File: src/rtl/fanari_pkg.sv
// Shared types, default timing and parameter sanity helpers for the
// fanari intersection controller.
package fanari_pkg;

   typedef enum logic [2:0] {
      S_ALLRED,
      S_GREEN,
      S_YELLOW,
      S_WALK,
      S_FLASHING
   } state_t;

   localparam int DEF_N_DIR     = 4;
   localparam int DEF_CNT_W     = 8;
   localparam int DEF_T_GRN_MIN = 10;
   localparam int DEF_T_GRN_MAX = 30;
   localparam int DEF_T_YLW     = 3;
   localparam int DEF_T_ALLRED  = 2;
   localparam int DEF_T_WALK    = 8;
   localparam int DEF_T_FLASH   = 5;

   // A dwell of t cycles needs t-1 to be representable in the phase timer.
   function automatic bit fits_cnt(input int t, input int cnt_w);
      return (t >= 1) && (longint'(t) < (longint'(1) << cnt_w));
   endfunction

   function automatic bit params_ok(input int n_dir, input int cnt_w,
                                    input int t_grn_min, input int t_grn_max,
                                    input int t_ylw, input int t_allred,
                                    input int t_walk, input int t_flash);
      return (n_dir >= 2) && (n_dir <= 8) && (cnt_w >= 1) && (cnt_w <= 31) &&
             (t_grn_max >= t_grn_min) &&
             fits_cnt(t_grn_min, cnt_w) && fits_cnt(t_grn_max, cnt_w) &&
             fits_cnt(t_ylw, cnt_w) && fits_cnt(t_allred, cnt_w) &&
             fits_cnt(t_walk, cnt_w) && fits_cnt(t_flash, cnt_w);
   endfunction

endpackage

File: src/rtl/fanari_rr_arbiter.sv
// Combinational round-robin pick: first requesting approach after cur,
// wrapping modulo N_DIR, with cur itself considered last.
module fanari_rr_arbiter #(
   parameter int N_DIR = 4,
   parameter int IDX_W = $clog2(N_DIR)
)(
   input  logic [N_DIR-1:0] req,
   input  logic [IDX_W-1:0] cur,
   output logic [IDX_W-1:0] grant,
   output logic             valid
);

   logic [IDX_W-1:0] idx;

   // NOTE: every variable written here gets a default first, otherwise the
   // paths where no request is found would infer latches.
   always_comb begin
      grant = '0;
      valid = 1'b0;
      idx   = '0;
      // Walk the distances from far to near so the nearest hit wins.
      for (int k = N_DIR; k >= 1; k--) begin
         idx = IDX_W'((int'(cur) + k) % N_DIR);
         if (req[idx]) begin
            grant = idx;
            valid = 1'b1;
         end
      end
   end

endmodule

File: src/rtl/fanari_intersection.sv
// N-approach sensor-actuated traffic light controller with latched
// pedestrian all-red walk phase and flashing-yellow night mode.
module fanari_intersection
   import fanari_pkg::*;
#(
   parameter int N_DIR     = DEF_N_DIR,
   parameter int CNT_W     = DEF_CNT_W,
   parameter int T_GRN_MIN = DEF_T_GRN_MIN,
   parameter int T_GRN_MAX = DEF_T_GRN_MAX,
   parameter int T_YLW     = DEF_T_YLW,
   parameter int T_ALLRED  = DEF_T_ALLRED,
   parameter int T_WALK    = DEF_T_WALK,
   parameter int T_FLASH   = DEF_T_FLASH
)(
   input  logic             Clock,
   input  logic             Reset,
   input  logic [N_DIR-1:0] CAR,
   input  logic             PED_REQ,
   input  logic             FLASH,
   output logic [N_DIR-1:0] RED,
   output logic [N_DIR-1:0] YLW,
   output logic [N_DIR-1:0] GRN,
   output logic             WALK
);

   localparam int IDX_W = $clog2(N_DIR);

   localparam logic [CNT_W-1:0] ALLRED_END  = CNT_W'(T_ALLRED - 1);
   localparam logic [CNT_W-1:0] GRN_MIN_END = CNT_W'(T_GRN_MIN - 1);
   localparam logic [CNT_W-1:0] GRN_MAX_END = CNT_W'(T_GRN_MAX - 1);
   localparam logic [CNT_W-1:0] YLW_END     = CNT_W'(T_YLW - 1);
   localparam logic [CNT_W-1:0] WALK_END    = CNT_W'(T_WALK - 1);
   localparam logic [CNT_W-1:0] FLASH_END   = CNT_W'(T_FLASH - 1);

   if (!params_ok(N_DIR, CNT_W, T_GRN_MIN, T_GRN_MAX, T_YLW, T_ALLRED,
                  T_WALK, T_FLASH)) begin : g_param_check
      $error("fanari_intersection: illegal parameter set");
   end

   state_t           state, state_nx;
   logic [CNT_W-1:0] timer, timer_nx;
   logic [IDX_W-1:0] cur, cur_nx, pick;
   logic [N_DIR-1:0] pending, pending_nx;
   logic [N_DIR-1:0] cur_onehot, pick_onehot, car_mask, req, req_other;
   logic [N_DIR-1:0] red_nx, ylw_nx, grn_nx;
   logic             ped_pend, ped_pend_nx, pick_valid;
   logic             flash_on, flash_on_nx, walk_nx;
   logic             enter_green, enter_walk, demand;

   fanari_rr_arbiter #(.N_DIR(N_DIR), .IDX_W(IDX_W)) u_arb (
      .req   (req),
      .cur   (cur),
      .grant (pick),
      .valid (pick_valid)
   );

   // The approach being served in GREEN never latches its own request.
   always_comb begin
      cur_onehot       = '0;
      cur_onehot[cur]  = 1'b1;
      pick_onehot      = '0;
      pick_onehot[pick] = 1'b1;
      car_mask  = (state == S_GREEN) ? (CAR & ~cur_onehot) : CAR;
      req       = pending | car_mask;
      req_other = req & ~cur_onehot;
      demand    = (|req_other) || ped_pend;
   end

   always_comb begin
      state_nx = state;
      cur_nx   = cur;
      unique case (state)
         S_ALLRED: begin
            if (timer >= ALLRED_END) begin
               if (FLASH)           state_nx = S_FLASHING;
               else if (ped_pend)   state_nx = S_WALK;
               else if (pick_valid) begin
                  state_nx = S_GREEN;
                  cur_nx   = pick;
               end
            end
         end
         S_GREEN: begin
            if (FLASH)
               state_nx = S_YELLOW;
            else if (timer >= GRN_MIN_END && demand &&
                     (!CAR[cur] || timer >= GRN_MAX_END))
               state_nx = S_YELLOW;
         end
         S_YELLOW:   if (timer >= YLW_END)  state_nx = S_ALLRED;
         S_WALK:     if (timer >= WALK_END) state_nx = S_ALLRED;
         S_FLASHING: if (!FLASH)            state_nx = S_ALLRED;
         default:                           state_nx = S_ALLRED;
      endcase
   end

   always_comb begin
      enter_green = (state_nx == S_GREEN) && (state != S_GREEN);
      enter_walk  = (state_nx == S_WALK) && (state != S_WALK);
      pending_nx  = (pending | car_mask) & ~(enter_green ? pick_onehot : '0);
      ped_pend_nx = (ped_pend | PED_REQ) & ~enter_walk;

      // Idle all-red parks one cycle short of its end so a new request is
      // served on the very next edge.
      if (state_nx != state)
         timer_nx = '0;
      else if (state == S_ALLRED && timer >= ALLRED_END)
         timer_nx = ALLRED_END;
      else if (state == S_FLASHING && timer >= FLASH_END)
         timer_nx = '0;
      else if (timer != '1)
         timer_nx = timer + CNT_W'(1);
      else
         timer_nx = timer;

      if (state_nx != S_FLASHING)
         flash_on_nx = 1'b0;
      else if (state != S_FLASHING)
         flash_on_nx = 1'b1;
      else if (timer >= FLASH_END)
         flash_on_nx = ~flash_on;
      else
         flash_on_nx = flash_on;
   end

   // Lamps are decoded from the next state so they are registered alongside it.
   always_comb begin
      red_nx  = '1;
      ylw_nx  = '0;
      grn_nx  = '0;
      walk_nx = 1'b0;
      unique case (state_nx)
         S_GREEN: begin
            grn_nx[cur_nx] = 1'b1;
            red_nx[cur_nx] = 1'b0;
         end
         S_YELLOW: begin
            ylw_nx[cur_nx] = 1'b1;
            red_nx[cur_nx] = 1'b0;
         end
         S_WALK:     walk_nx = 1'b1;
         S_FLASHING: begin
            red_nx = '0;
            ylw_nx = {N_DIR{flash_on_nx}};
         end
         default: ;
      endcase
   end

   // NOTE: state registers use non-blocking assignments so every register
   // samples the pre-edge values, independent of statement order.
   always_ff @(posedge Clock) begin
      if (Reset) begin
         state    <= S_ALLRED;
         timer    <= '0;
         cur      <= '0;
         pending  <= '0;
         ped_pend <= 1'b0;
         flash_on <= 1'b0;
         RED      <= '1;
         YLW      <= '0;
         GRN      <= '0;
         WALK     <= 1'b0;
      end else begin
         state    <= state_nx;
         timer    <= timer_nx;
         cur      <= cur_nx;
         pending  <= pending_nx;
         ped_pend <= ped_pend_nx;
         flash_on <= flash_on_nx;
         RED      <= red_nx;
         YLW      <= ylw_nx;
         GRN      <= grn_nx;
         WALK     <= walk_nx;
      end
   end

endmodule

File: config.mk
export PLATFORM = sky130hd
export DESIGN_NAME = fanari_intersection
export DESIGN_NICKNAME = d
export VERILOG_FILES = /design/src/rtl/fanari_pkg.sv /design/src/rtl/fanari_rr_arbiter.sv /design/src/rtl/fanari_intersection.sv
export SDC_FILE = /design/constraint.sdc
export NUM_CORES = 1
export LEC_CHECK = 0
export ABC_CLOCK_PERIOD_IN_PS = 3100
export BUFFER_PORTS_ARGS = -buffer_cell sky130_fd_sc_hd__buf_2
export CELL_PAD_IN_SITES_DETAIL_PLACEMENT = 1
export CELL_PAD_IN_SITES_GLOBAL_PLACEMENT = 2
export CORE_UTILIZATION = 36
export DETAILED_ROUTE_END_ITERATION = 8
export GPL_TIMING_DRIVEN = 0
export PLACE_DENSITY_LB_ADDON = 0.1
export RECOVER_POWER = 100
export SLEW_MARGIN = 5
export SYNTH_ARGS = -nofsm -noshare
export SYNTH_HDL_FRONTEND = slang
export SYNTH_SLANG_ARGS = --single-unit
File: constraint.sdc
create_clock -name Clock -period 3.1 [get_ports Clock]
set_input_delay 0.31 -clock Clock [delete_from_list [all_inputs] [get_ports Clock]]
set_output_delay 0.31 -clock Clock [all_outputs]
set_load 0.05 [all_outputs]
Yosys cells after proc, flatten, opt, wreduce, memory -nomap -nowiden
Cells that the tools add are included.
Storage, ports and cells
  output and inout bits: 13
  bits in registers: 32
Cells by class
  multiplexer cells: 50
  magnitude comparators: 16
  add/subtract/negate cells: 5
  bitwise gates (word level): 12
  eq/ne operators: 14
  reduce and logical (&&, ||, !) cells: 19
Operator list (number)
  $mux W3: 9
  $lt A2 B3 Y1 const B: 7
  $mux W1: 19
  $mux W2: 9
  $ge A8 B3 Y1 const B: 2
  $pmux W4 S2: 2
  $pmux W3 S5: 1
  $and A4 B4 Y4: 3
  $eq A3 B2 Y1 const B: 4
  $not A4 Y4: 3
  $bmux W1 S2: 5
  $logic_and A1 B1 Y1: 9
  $add A8 B1 Y8 const B: 1
  $ge A8 B1 Y1 const B: 1
  $ge A8 B2 Y1 const B: 1
  $ge A8 B4 Y1 const B: 1
  $ge A8 B5 Y1 const B: 1
  $mux W4: 2
  $ne A8 B8 Y1 const B: 1
  $reduce_or A4 Y1: 2
  $demux W1 S2: 3
  $eq A3 B1 Y1 const B: 2
  $eq A3 B3 Y1 const B: 2
  $ge A2 B1 Y1 const B: 3
  other kinds (15): 23

Depth between registers and ports, before layout
  word-level depth: 25
  mapped depth: 11
  gate-level depth less buffers: 10

Cells and area by module
A second synthesis with hierarchy kept.
Second synthesis, totals
  cells, all modules: 217
  area, all modules: 1779.2 µm²
Modules (own cells, without submodules)
  fanari_intersection: cells an instance 203, instances 1, seq. area each 640.6 µm², area each 1687.9 µm²
  fanari_rr_arbiter: cells an instance 14, instances 1, seq. area each 0.0 µm², area each 91.3 µm²

Worst setup path after synthesis
Ideal clock, no wire load.
  path kind: register -> register
  from: register cur[0]
  to: register timer[7]
  data arrival time: 2.676 ns
  setup slack: 0.324 ns
  clock period less this slack: 2.776 ns
  required time: 3.000 ns
  path buffers: 1
  stages on the path, launching flop included: 12
  library setup time: 0.100 ns
  path through: dfxtp_1 > buf_2 > inv_1 > ha_1 > nand4bb_1 > a21oi_4 > nand2_4 > or4_4 > o21ai_2 > nor2_1 > a2111o_4 > a2111oi_4
Between the ends
  word-level cells in the longest chain between the ends: 21
  elaborated cells on any way between the ends: 43
RTL lines
  start: declaration: RTL line fanari_intersection.sv:42  | logic [IDX_W-1:0] cur, cur_nx, pick;
  start signal: assignment: RTL line fanari_intersection.sv:167  | cur <= cur_nx;
  $lt A2 B3 Y1 (implied by the code) or $ge A2 B1 Y1 (tied branches): RTL line fanari_intersection.sv:60  | cur_onehot[cur] = 1'b1;
  $logic_and A1 B1 Y1 (implied by the code): RTL line fanari_intersection.sv:60
  $mux W1 (implied by the code): RTL line fanari_intersection.sv:60
  $demux W1 S2: RTL line fanari_intersection.sv:60
  $not A4 Y4: RTL line fanari_intersection.sv:63, fanari_intersection.sv:65
  $and A4 B4 Y4: RTL line fanari_intersection.sv:63  | car_mask = (state == S_GREEN) ? (CAR & ~cur_onehot) : CAR;
  $mux W4: RTL line fanari_intersection.sv:63
  $or A4 B4 Y4: RTL line fanari_intersection.sv:64  | req = pending | car_mask;
  [2 not listed]
  $mux W1 (4 in a row): RTL line fanari_rr_arbiter.sv:24  | if (req[idx]) begin
  $mux W3: RTL line fanari_intersection.sv:77  | else if (pick_valid) begin
  $mux W3: RTL line fanari_intersection.sv:76  | else if (ped_pend) state_nx = S_WALK;
  $mux W3: RTL line fanari_intersection.sv:75  | if (FLASH) state_nx = S_FLASHING;
  $mux W3: RTL line fanari_intersection.sv:74  | if (timer >= ALLRED_END) begin
  $pmux W3 S5 (*): RTL line fanari_intersection.sv:72  | unique case (state)
  $ne A3 B3 Y1 (*): RTL line fanari_intersection.sv:105  | if (state_nx != state)
  $reduce_or A4 Y1 (no source line) (*)
  end signal: assignment: RTL line fanari_intersection.sv:166  | timer <= timer_nx;
  end: declaration: RTL line fanari_intersection.sv:41  | logic [CNT_W-1:0] timer, timer_nx;
Mark *: on every way between the ends. The rest lies on a longest branch, timed or not. The select of a mux whose other input is x is not followed.
A chain may end at the register's enable or synchronous reset.

Worst setup path after layout
  from: register cur[1]
  to: register timer[6]
The elaborated chain is that of the path after synthesis.

==> reports/metrics.cfg <==
[status]
outcome=finished clean

[timing]
finalSetupViolCount=0
holdWs_ns=0.302
relSlewSlack_pct=59.0
slew_viol_final=0
finalCriticalPeriod_ns=2.92
hold_viol_final=0
worstMarginPinSlew_ns=0.618
min_period_over_period_pct=94.2
finClkSkew_ns=0.00443
rsz0062_at_grt=false
clock.fmax_mhz=342

[power_and_ir_drop]
intPower_uw=1080
combPwrFrac_pct=48.0
p_seq_share_pct=28.8
clkPwrFrac_pct=23.2
leakagePower_uw=0.000795
powerDensity_mw_per_mm2=851
switching_share_pct=42.6
p_sw_uw=805
ir_worst_vdd_uv=364

[route]
drtPass1Iterations=4
drcViolationCount=0
finalWirelength_um=4840
drt_iter0_markers=99
avgViaCountPerCell=5.59
ant_nets=0
vias=1654
wl_per_cell_um=16.3

[min_path]
hold_path_class=primary input to flop

[place]
port_buffers=20
dp_hpwl_um=3710
place_area_sq_mm=0.00205
routabilityCongestion=0.840

[clock_tree]
ctsHtreeMaxLevel=2
cts_buffer_depth=2
cts_buffers=5
cts_root_buf=clkbuf_8
cts_tree=yes
clock_sinks=32
clkLatencyLatePin_ns=0.28
path_clk_slew_ns=0.07

[critical_path]
crit_chain=inv_1 > ha_1 > nand4bb_1 > a21oi_4 > nand2_2 > or4_4 > o21ai_2 > nor2_1 > a2111o_4 > a2111oi_4
endpoint_kind=flop
critical_path_arrival_ns=3.10
critPathKind=flop to flop
crit_buf_inv=1
crit_family=compound AO/OA/AOI/OAI gates
crit_path_max_fanout=8
crit_required_ns=3.28
cp_slowest_cell=a2111o_4
critPathLaunchType=flop
critical-path-max-stage-delay_ns=0.51

[cells_and_area]
seq_area_sq_um=641
final_cell_mix=dfxtp_1 (32), nor2_1 (21), clkbuf_1 (16)
final_nets=244
fillers=568
antenna_cells=0
multiInputGateArea_sq_mm=0.00118
area_delta_synth_final_pct=19.3
final_common_cell=dfxtp_1
final_area_sq_mm=0.00222
drive_above_1_share_pct=20.5

[global_routing]
grt_use_total_pct=20.0
overflow=0
antenna_found_initial=0
grt_pass1_wl_um=8070
grt_pass1_vias=1681
grt_max_degree=11

[synthesis]
synth_cell_types=57
synth_nets=214
netlist.area_leader.share_pct=34.4
syn_inst=198
synth.area.top_cells=dfxtp_1 (34%), ha_1 (5.4%), nor2_1 (4.2%), mux4_2 (3.6%), o21ai_0 (3.5%)
synth_area_per_cell_sq_um=9.40
netlist_area_sq_mm=0.00186
synth-edff-count=0
synthArstFlopShare_pct=0
ys_ff_latch=32
synth_top_cell_by_area=dfxtp_1
ys.flop_type=dfxtp_1
yosysSeqAreaShare_pct=34.4
ys_warn_count=0

[job]
maxCapViolations=0

[floorplan]
pin_count=21
coreArea_sq_mm=0.00485
die_x_um=73.9
rows=25
start_util_pct=38.4
die_area_sq_mm=0.00546
die_h_um=73.9

[final timing paths]
| kind | from | endpoint | slack (ns) | depth (start not counted) |
|---|---|---|---|---|
| worst min-delay path | PED_REQ | ped_pend | 0.30 | 3 |
| worst max register to register | cur[1] | timer[6] | 0.18 | 10 |
| worst min register to register | ped_pend | ped_pend | 0.54 | 1 |
| worst max-delay path | cur[1] | timer[6] | 0.18 | 10 |
[area by class of cell]
type	count	share of cell area (%)
well taps	67	3.77
clock buffers	7	4.34
inverters	9	1.63
plain buffers	6	2.03
repair buffers	23	4.79
flip-flops and latches	32	28.8
clock inverters	1	1.35
multi-input cells	151	53.2
[sequential cells by signal, summed over array words and instances (netlist names), 2 cells and up]
register and flops:
cur 2, timer 8, state 3, GRN 4, YLW 4, RED 4, pending 4
[timing repair]
| action | in CTS | in global routing |
|---|---|---|
| gates resized for setup | 3 | 10 |
| setup endpoints to repair | 8 | 17 |
| pin swaps | 2 | 4 |
| hold buffers | 0 | 0 |
| endpoints found under the hold margin | 0 | 0 |
| setup buffers | 0 | 3 |
[worst reg2reg max path, cell delays in order, from the launching register on]
cell       delay [ns]
dfxtp_1          0.38
inv_1            0.19
ha_1             0.21
nand4bb_1        0.18
a21oi_4          0.27
nand2_2          0.14
or4_4            0.46
o21ai_2          0.13
nor2_1           0.06
a2111o_4         0.51
a2111oi_4        0.30
[cells in the mapped netlist, types with 3 or more instances]
cell / number
a211oi_1: 6
a21oi_1: 5
a21oi_2: 3
clkbuf_1: 3
dfxtp_1: 32
ha_1: 8
inv_1: 9
mux4_2: 3
nand2_1: 10
nand2b_1: 5
nand3_1: 8
nand4bb_1: 3
nor2_1: 21
nor3_1: 8
o21ai_0: 13
or3_1: 4
[power by group through the flow]
| stage | clock [uW] | combinational (uW) | sequential (uW) |
|---|---|---|---|
| after floorplan | 0 | 546 | 674 |
| after global placement | 0 | 856 | 547 |
| after detailed placement | 0 | 887 | 551 |
| after CTS | 453 | 897 | 542 |
| after global routing | 470 | 990 | 554 |
| final | 439 | 907 | 544 |
[cell families after synthesis]
group	after synthesis	synth area share [%]
AND/OR/NAND/NOR	79	24.5
multiplexers	7	5.91
buffers and inverters	15	3.90
adder cells (fa/ha/maj)	8	5.38
XOR/XNOR	3	1.41
flip-flops	32	34.4
AO/OA/AOI/OAI	54	24.5
[metal layers]
| metal | global-route usage (%) | share of wire, % | vias to the layer above |
|---|---|---|---|
| met5 | 0 | 0 | - |
| met4 | 7.05 | 1.5 | 0 |
| met3 | 5.35 | 4.3 | 9 |
| met2 | 33.0 | 49 | 35 |
| met1 | 24.9 | 45 | 813 |
| li1 | - | - | 797 |
[metrics by stage]
stage / TNS, ns / cells / total power [uW] / setup slack [ns] / util (%)
5_1_grt: 0 / 296 / 2010 / 0.0123 / 45.8
2_1_floorplan: 0 / 198 / 1220 / 0.324 / -
3_5_place_dp: -0.272 / 285 / 1440 / -0.0573 / 42.2
4_1_cts: 0 / 293 / 1890 / 0.0116 / 45.1
6_report: 0 / 296 / 1890 / 0.179 / 45.8
3_3_place_gp: -0.00204 / 285 / 1400 / -0.00204 / 42.2
Note: power is estimated with default switching activity, not from simulation.
